**src/rtl/pf_multi.sv**
```systemverilog
// Multi-channel pulse former: per-channel edge detect (rise/fall/both) that emits
// a fixed PW-cycle registered pulse, with optional retrigger and a missed-edge flag.
module pf_multi #(
  parameter int CH     = 4,
  parameter int PW     = 1,
  parameter int EDGE   = 0,
  parameter int RETRIG = 0
) (
  input  logic          clk,
  input  logic          rst,
  input  logic [CH-1:0] in,
  input  logic [CH-1:0] en,
  output logic [CH-1:0] q,
  output logic [CH-1:0] busy,
  output logic [CH-1:0] miss
);

  localparam int             CW   = $clog2(PW + 1);
  localparam logic [CW-1:0]  PW_C = CW'(PW);

  generate
    if (PW < 1 || PW > 65535 || CH < 1 || CH > 32 || EDGE < 0 || EDGE > 2) begin : g_bad_param
      $error("pf_multi: illegal parameters CH=%0d PW=%0d EDGE=%0d", CH, PW, EDGE);
    end
  endgenerate

  logic [CW-1:0] cnt_q [CH];
  logic [CW-1:0] cnt_d [CH];
  logic [CH-1:0] prev_q;
  logic [CH-1:0] q_q, q_d;
  logic [CH-1:0] miss_q, miss_d;
  logic [CH-1:0] rise_s, fall_s, sel_s, det_s;

  always_comb begin
    rise_s = in & ~prev_q;
    fall_s = ~in & prev_q;
    if (EDGE == 0) begin
      sel_s = rise_s;
    end else if (EDGE == 1) begin
      sel_s = fall_s;
    end else begin
      sel_s = rise_s | fall_s;
    end
    det_s = sel_s & en;
    for (int i = 0; i < CH; i++) begin
      cnt_d[i]  = cnt_q[i];
      miss_d[i] = 1'b0;
      if (det_s[i]) begin
        if (cnt_q[i] == '0) begin
          cnt_d[i] = PW_C;
        end else if (RETRIG != 0) begin
          cnt_d[i] = PW_C;
        end else begin
          // Edge dropped while busy: the pulse keeps counting down undisturbed.
          cnt_d[i]  = cnt_q[i] - CW'(1);
          miss_d[i] = 1'b1;
        end
      end else if (cnt_q[i] != '0) begin
        cnt_d[i] = cnt_q[i] - CW'(1);
      end else begin
        cnt_d[i] = cnt_q[i];
      end
      q_d[i] = (cnt_d[i] != '0);
    end
  end

  always_ff @(posedge clk) begin
    if (rst) begin
      prev_q <= '0;
      q_q    <= '0;
      miss_q <= '0;
      for (int i = 0; i < CH; i++) begin
        cnt_q[i] <= '0;
      end
    end else begin
      prev_q <= in;
      q_q    <= q_d;
      miss_q <= miss_d;
      for (int i = 0; i < CH; i++) begin
        cnt_q[i] <= cnt_d[i];
      end
    end
  end

  assign q    = q_q;
  assign busy = q_q;
  assign miss = miss_q;

endmodule
```
**config.mk**
```make
export PLATFORM = sky130hd
export DESIGN_NAME = pf_multi
export DESIGN_NICKNAME = d
export VERILOG_FILES = /design/src/rtl/pf_multi.sv
export SDC_FILE = /design/constraint.sdc
export NUM_CORES = 1
export LEC_CHECK = 0
export BUFFER_PORTS_ARGS = -buffer_cell sky130_fd_sc_hd__buf_4
export CORE_AREA = 5 5 42 44
export DETAILED_ROUTE_END_ITERATION = 8
export DIE_AREA = 0 0 47 49
export HOLD_SLACK_MARGIN = 0.02
export PLACE_DENSITY = 0.63
export SYNTH_ARGS = -nofsm -noshare
export SYNTH_HDL_FRONTEND = slang
export SYNTH_SLANG_ARGS = --single-unit
```
**constraint.sdc**
```tcl
create_clock -name clk -period 0.8 [get_ports clk]
set_input_delay 0.16 -clock clk [delete_from_list [all_inputs] [get_ports clk]]
set_output_delay 0.16 -clock clk [all_outputs]
set_load 0.005 [all_outputs]
```
Word level (Yosys, flattened, before mapping):

Memories as Yosys holds them, arrays and structs flattened.
Cells that the tools add are included.

* memories kept: 1
* bits of input ports: 10
* memory bits (writable): 4
* bits in registers: 12

Memories
* cnt_q: words 4, width 1, rd ports 4, clocked after memory_dff 0, write ports 4, line 27 `logic [CW-1:0] cnt_q [CH];`

* reductions and logical operators: 4
* mux-type cells: 23
* add/subtract/negate cells: 4
* bitwise logic cells: 11

Operator list (number)
* $mux W1: 23
* $and A4 B4 Y4: 2
* $reduce_or A2 Y1: 4
* $not A1 Y1: 4
* $not A4 Y4: 1
* $or A1 B1 Y1: 4
* $sub A1 B1 Y1 const B: 4

Depth between registers and ports, before layout:

* word-level depth: 5
* depth in mapped cells: 2

Least setup slack after synthesis:

OpenSTA, ideal clock, no wires.

* path kind: register -> register
* from: reg prev_q[1]
* to: reg miss_q[1] (netlist: miss[1])
* setup slack: 0.048 ns
* setup time: 0.115 ns
* clock period less this slack: 0.752 ns
* data required time: 0.685 ns
* stages on the path, launching flop included: 3
* buffers on the path: 0
* arrival: 0.637 ns
* cell sequence: dfxtp_1 and4bb_2 and2_1

* cells in the longest elaborated chain, start to end: 5

RTL lines
* from (decl): line 29 `logic [CH-1:0] prev_q;`
* from (signal assigned): line 76 `prev_q <= in;`
* $not A4 Y4: line 35 `rise_s = in & ~prev_q;`
* $and A4 B4 Y4: line 35
* $and A4 B4 Y4: line 44 `det_s = sel_s & en;`
* $not A1 Y1 (no source line)
* $reduce_or A2 Y1 (no source line)
* to (signal assigned): line 78 `miss_q <= miss_d;`
* to (decl): line 31 `logic [CH-1:0] miss_q, miss_d;`

No other way between the ends.
A chain may end at the register's enable or synchronous reset.

Final worst setup path:

* from: reg q_q[3] (netlist: busy[3])
* to: out q[3]

RTL lines
* from (decl): line 30 `logic [CH-1:0] q_q, q_d;`
* from (signal assigned): line 77 `q_q <= q_d;`
* to (decl): line 13 `output logic [CH-1:0] q,`

No word-level cell between the ends.

==> summary.md <==
| Metric | Value |
|---|---|
| Worst endpoint data arrival time | `0.73 ns` |
| Core area | `between 1000 and 1500 µm²` |
| Filler cells | `143` |
| Maximum vdd drop | `872 µV` |
| Width of the die | `47 µm` |
| Critical setup path kind | `reg2out` |
| FF-to-FF setup slack | `0 ns` |
| Initial Util | `28.1%` |
| Hold Path Class | `in2reg` |
| Synth Net Count | `42` |
| Mean Syn Cell Area | `12.3 µm²` |
| CP max FO | `4` |
| H-tree Lvls | `1` |
| FF+latch count, synth | `12` |
| Worst EP required | `0.64 ns` |
| Post-Synth Simple-Gate Area | `31.4%` |
| CP max stage delay | `0.36 ns` |
| Failing checks | `setup timing` |
| Register area share after synthesis | `around three fifths` |
| Synth-to-layout area growth | `65.1%` |
| Worst slew pin tran | `between 0.2 and 0.25 ns` |
| Final worst slack | `-0.0904 ns` |
| Max Clk Rate | `1120 MHz` |
| Delay-heaviest family, CP | `flip-flops` |
| Pwr Density | `1670 nW/µm²` |
| Adder-cell share of the synthesized area | `0%` |
| Largest area contributor in the netlist | `dfxtp_1` |
| CTS Root Cell | `clkbuf_4` |
| All-Layer GR Usage | `6.29%` |
| Via count | `299` |
| Setup violators final | `12` |
| Num rows | `14` |
| Port bufs | `21` |
| Final #Nets | `67` |
| DRT antenna net count | `0` |
| Pin count of the biggest net entering global routing | `9` |
| First-pass DRT Iterations | `2` |
| Global-route wire length before repair | `1.03 mm` |
| Cts bufs inserted | `3` |
| Skew final | `0.000147 ns` |
| Unique cell type count in the Yosys netlist | `7` |
| Synthesized area | `approximately 390 µm²` |
| Total Wirelength | `about 740 µm` |
| Element type at the critical path start | `flop` |
| Largest family of logic cells by synthesized area | `simple AND/OR/NAND/NOR gates` |
| Mux cell area share after synthesis | `0%` |
| Initial antenna violation count | `0` |
| DRC viols | `0` |
| GRT overflow | `0` |
| Later-pin clock latency in the skew report | `0.26 ns` |
| CTS tree | `done` |
| Synth Area in Compound Gates | `0%` |
| Worst-path clk slew | `0.07 ns` |
| XOR/XNOR share of the synthesized area | `0%` |
| Period utilization | `111%` |
| Hold Violations, Final | `0` |
| Die Y | `roughly 49 µm` |
| Top post-synthesis cells by area | `dfxtp_1 (61%), nor2b_1 (11%), and4bb_2 (9.5%)` |
| Max clock buf depth | `2` |
| Critical path's slowest cell | `dfxtp_4` |
| Share of the synthesized area in the top cell type | `61.0%` |
| Status | `finished with violations` |
| N_diodes | `0` |
| Slew Limit Fails | `0` |
| CP Cell Sequence | `buf_6` |
| RD Place Congestion | `0.562` |
| Rel. slew slack | `84.3%` |
| Buf/Inv on CP | `1` |
| Min Tclk post-route | `between 0.8 and 0.9 ns` |
| Yosys warns | `0` |
| Fraction of layout cells with a size suffix above 1 | `69.1%` |
| Max-cap violations | `0` |
| Setup_tns | `-0.768 ns` |
| Final Util | `46.4%` |
| P_leak | `0.300 nW` |
| Initial DRC Count | `1` |
| Die area | `2300 µm²` |
| Vias per cell | `4.21` |
| Cells after synthesis | `32` |
| RSZ-0062 raised after global routing | `true` |
| Vias in the first global route | `282` |
| Detail Placement HPWL | `522 µm` |
| Ports | `22` |
| Critical Path End Type | `output pin` |
| Clock sinks | `12` |
| Drt wl/cell | `between 10 and 15 µm` |
## kinds of logic after synthesis
group,count (synthesis)
and+or+nand+nor,16
DFF,12
buffers and inverters,4
## sequential cells by signal, indices dropped and copies added, names as in the netlist
| signal | cells |
|---|---|
| busy | 4 |
| miss | 4 |
| prev_q | 4 |
## through the flow
stage / worst slack (ns) / std cells / instance area, µm² / hold slack [ns] / total power (W)
2_1_floorplan: 0.0478 / 32 / 394 / 0.232 / 0.000673
3_3_place_gp: -0.00588 / 65 / 542 / 0.373 / 0.000727
3_5_place_dp: -0.0383 / 65 / 542 / 0.380 / 0.000729
4_1_cts: -0.0940 / 71 / 614 / 0.0927 / 0.00110
5_1_grt: -0.125 / 71 / 651 / 0.105 / 0.00115
6_report: -0.0904 / 71 / 651 / 0.110 / 0.00109
## cell type report
| class | count | area [µm²] | share of cell area (%) |
|---|---|---|---|
| Clock buffer | 3 | 22.5 | 3.46 |
| Multi-Input combinational cell | 16 | 145 | 22.3 |
| Sequential cell | 12 | 249 | 38.3 |
| Tap cell | 16 | 20.0 | 3.08 |
| Timing Repair Buffer | 24 | 214 | 32.9 |
## timing repair
| item | 4_1_cts | 5_1_grt |
|---|---|---|
| pin swaps | 2 | 6 |
| hold buffers | 0 | 0 |
| setup endpoints to repair | 14 | 19 |
| gates resized for setup | 10 | 8 |
| setup buffers | 3 | 0 |
## path summary, 6_finish.rpt
| kind | from | cells after the start | end |
|---|---|---|---|
| setup / recovery | busy[3]$_SDFF_PP0_ | 1 | q[3] |
| hold / removal | rst | 2 | prev_q[1]$_SDFF_PP0_ |
| setup reg to reg | prev_q[0]$_SDFF_PP0_ | 2 | busy[0]$_SDFF_PP0_ |
| hold reg to reg | busy[3]$_SDFF_PP0_ | 1 | busy[3]$_SDFF_PP0_ |
## power by group
group	internal [W]	switching, W	leakage (nW)
registers	0.000616	0.0000120	0.101
logic	0.0000846	0.0000292	0.186
clock network	0.000174	0.000174	0.0138
## layout by cell type (no fill, tap or decap)
master / instances
dfxtp_4: 1
and2_1: 4
nor2b_1: 5
nor4bb_2: 1
clkbuf_4: 3
buf_4: 15
and4bb_2: 3
dfxtp_1: 7
and2b_1: 1
buf_6: 9
nor2b_4: 2
dfxtp_2: 4
## layer usage
layer | vias to the layer above | part of all wire, % | track usage, % | routed length (µm)
met4 | 0 | 0.68 | 5.53 | 5
li1 | 147 | - | - | -
met2 | 15 | 46 | 7.69 | 340
met1 | 135 | 43 | 8.24 | 316
met3 | 2 | 10 | 2.21 | 75
met5 | - | 0 | 0 | 0
## synthesized netlist by cell type
cell type   n
and4bb_2    3
and2b_1     1
buf_4       4
nor2b_1     7
dfxtp_1    12
and2_1      4
nor4bb_1    1
## worst register-to-register path: stages (launching register included)
cell and delay (ns):
dfxtp_1 0.31, nor4bb_2 0.27, nor2b_1 0.15
Power figures use the tool's default switching activity.
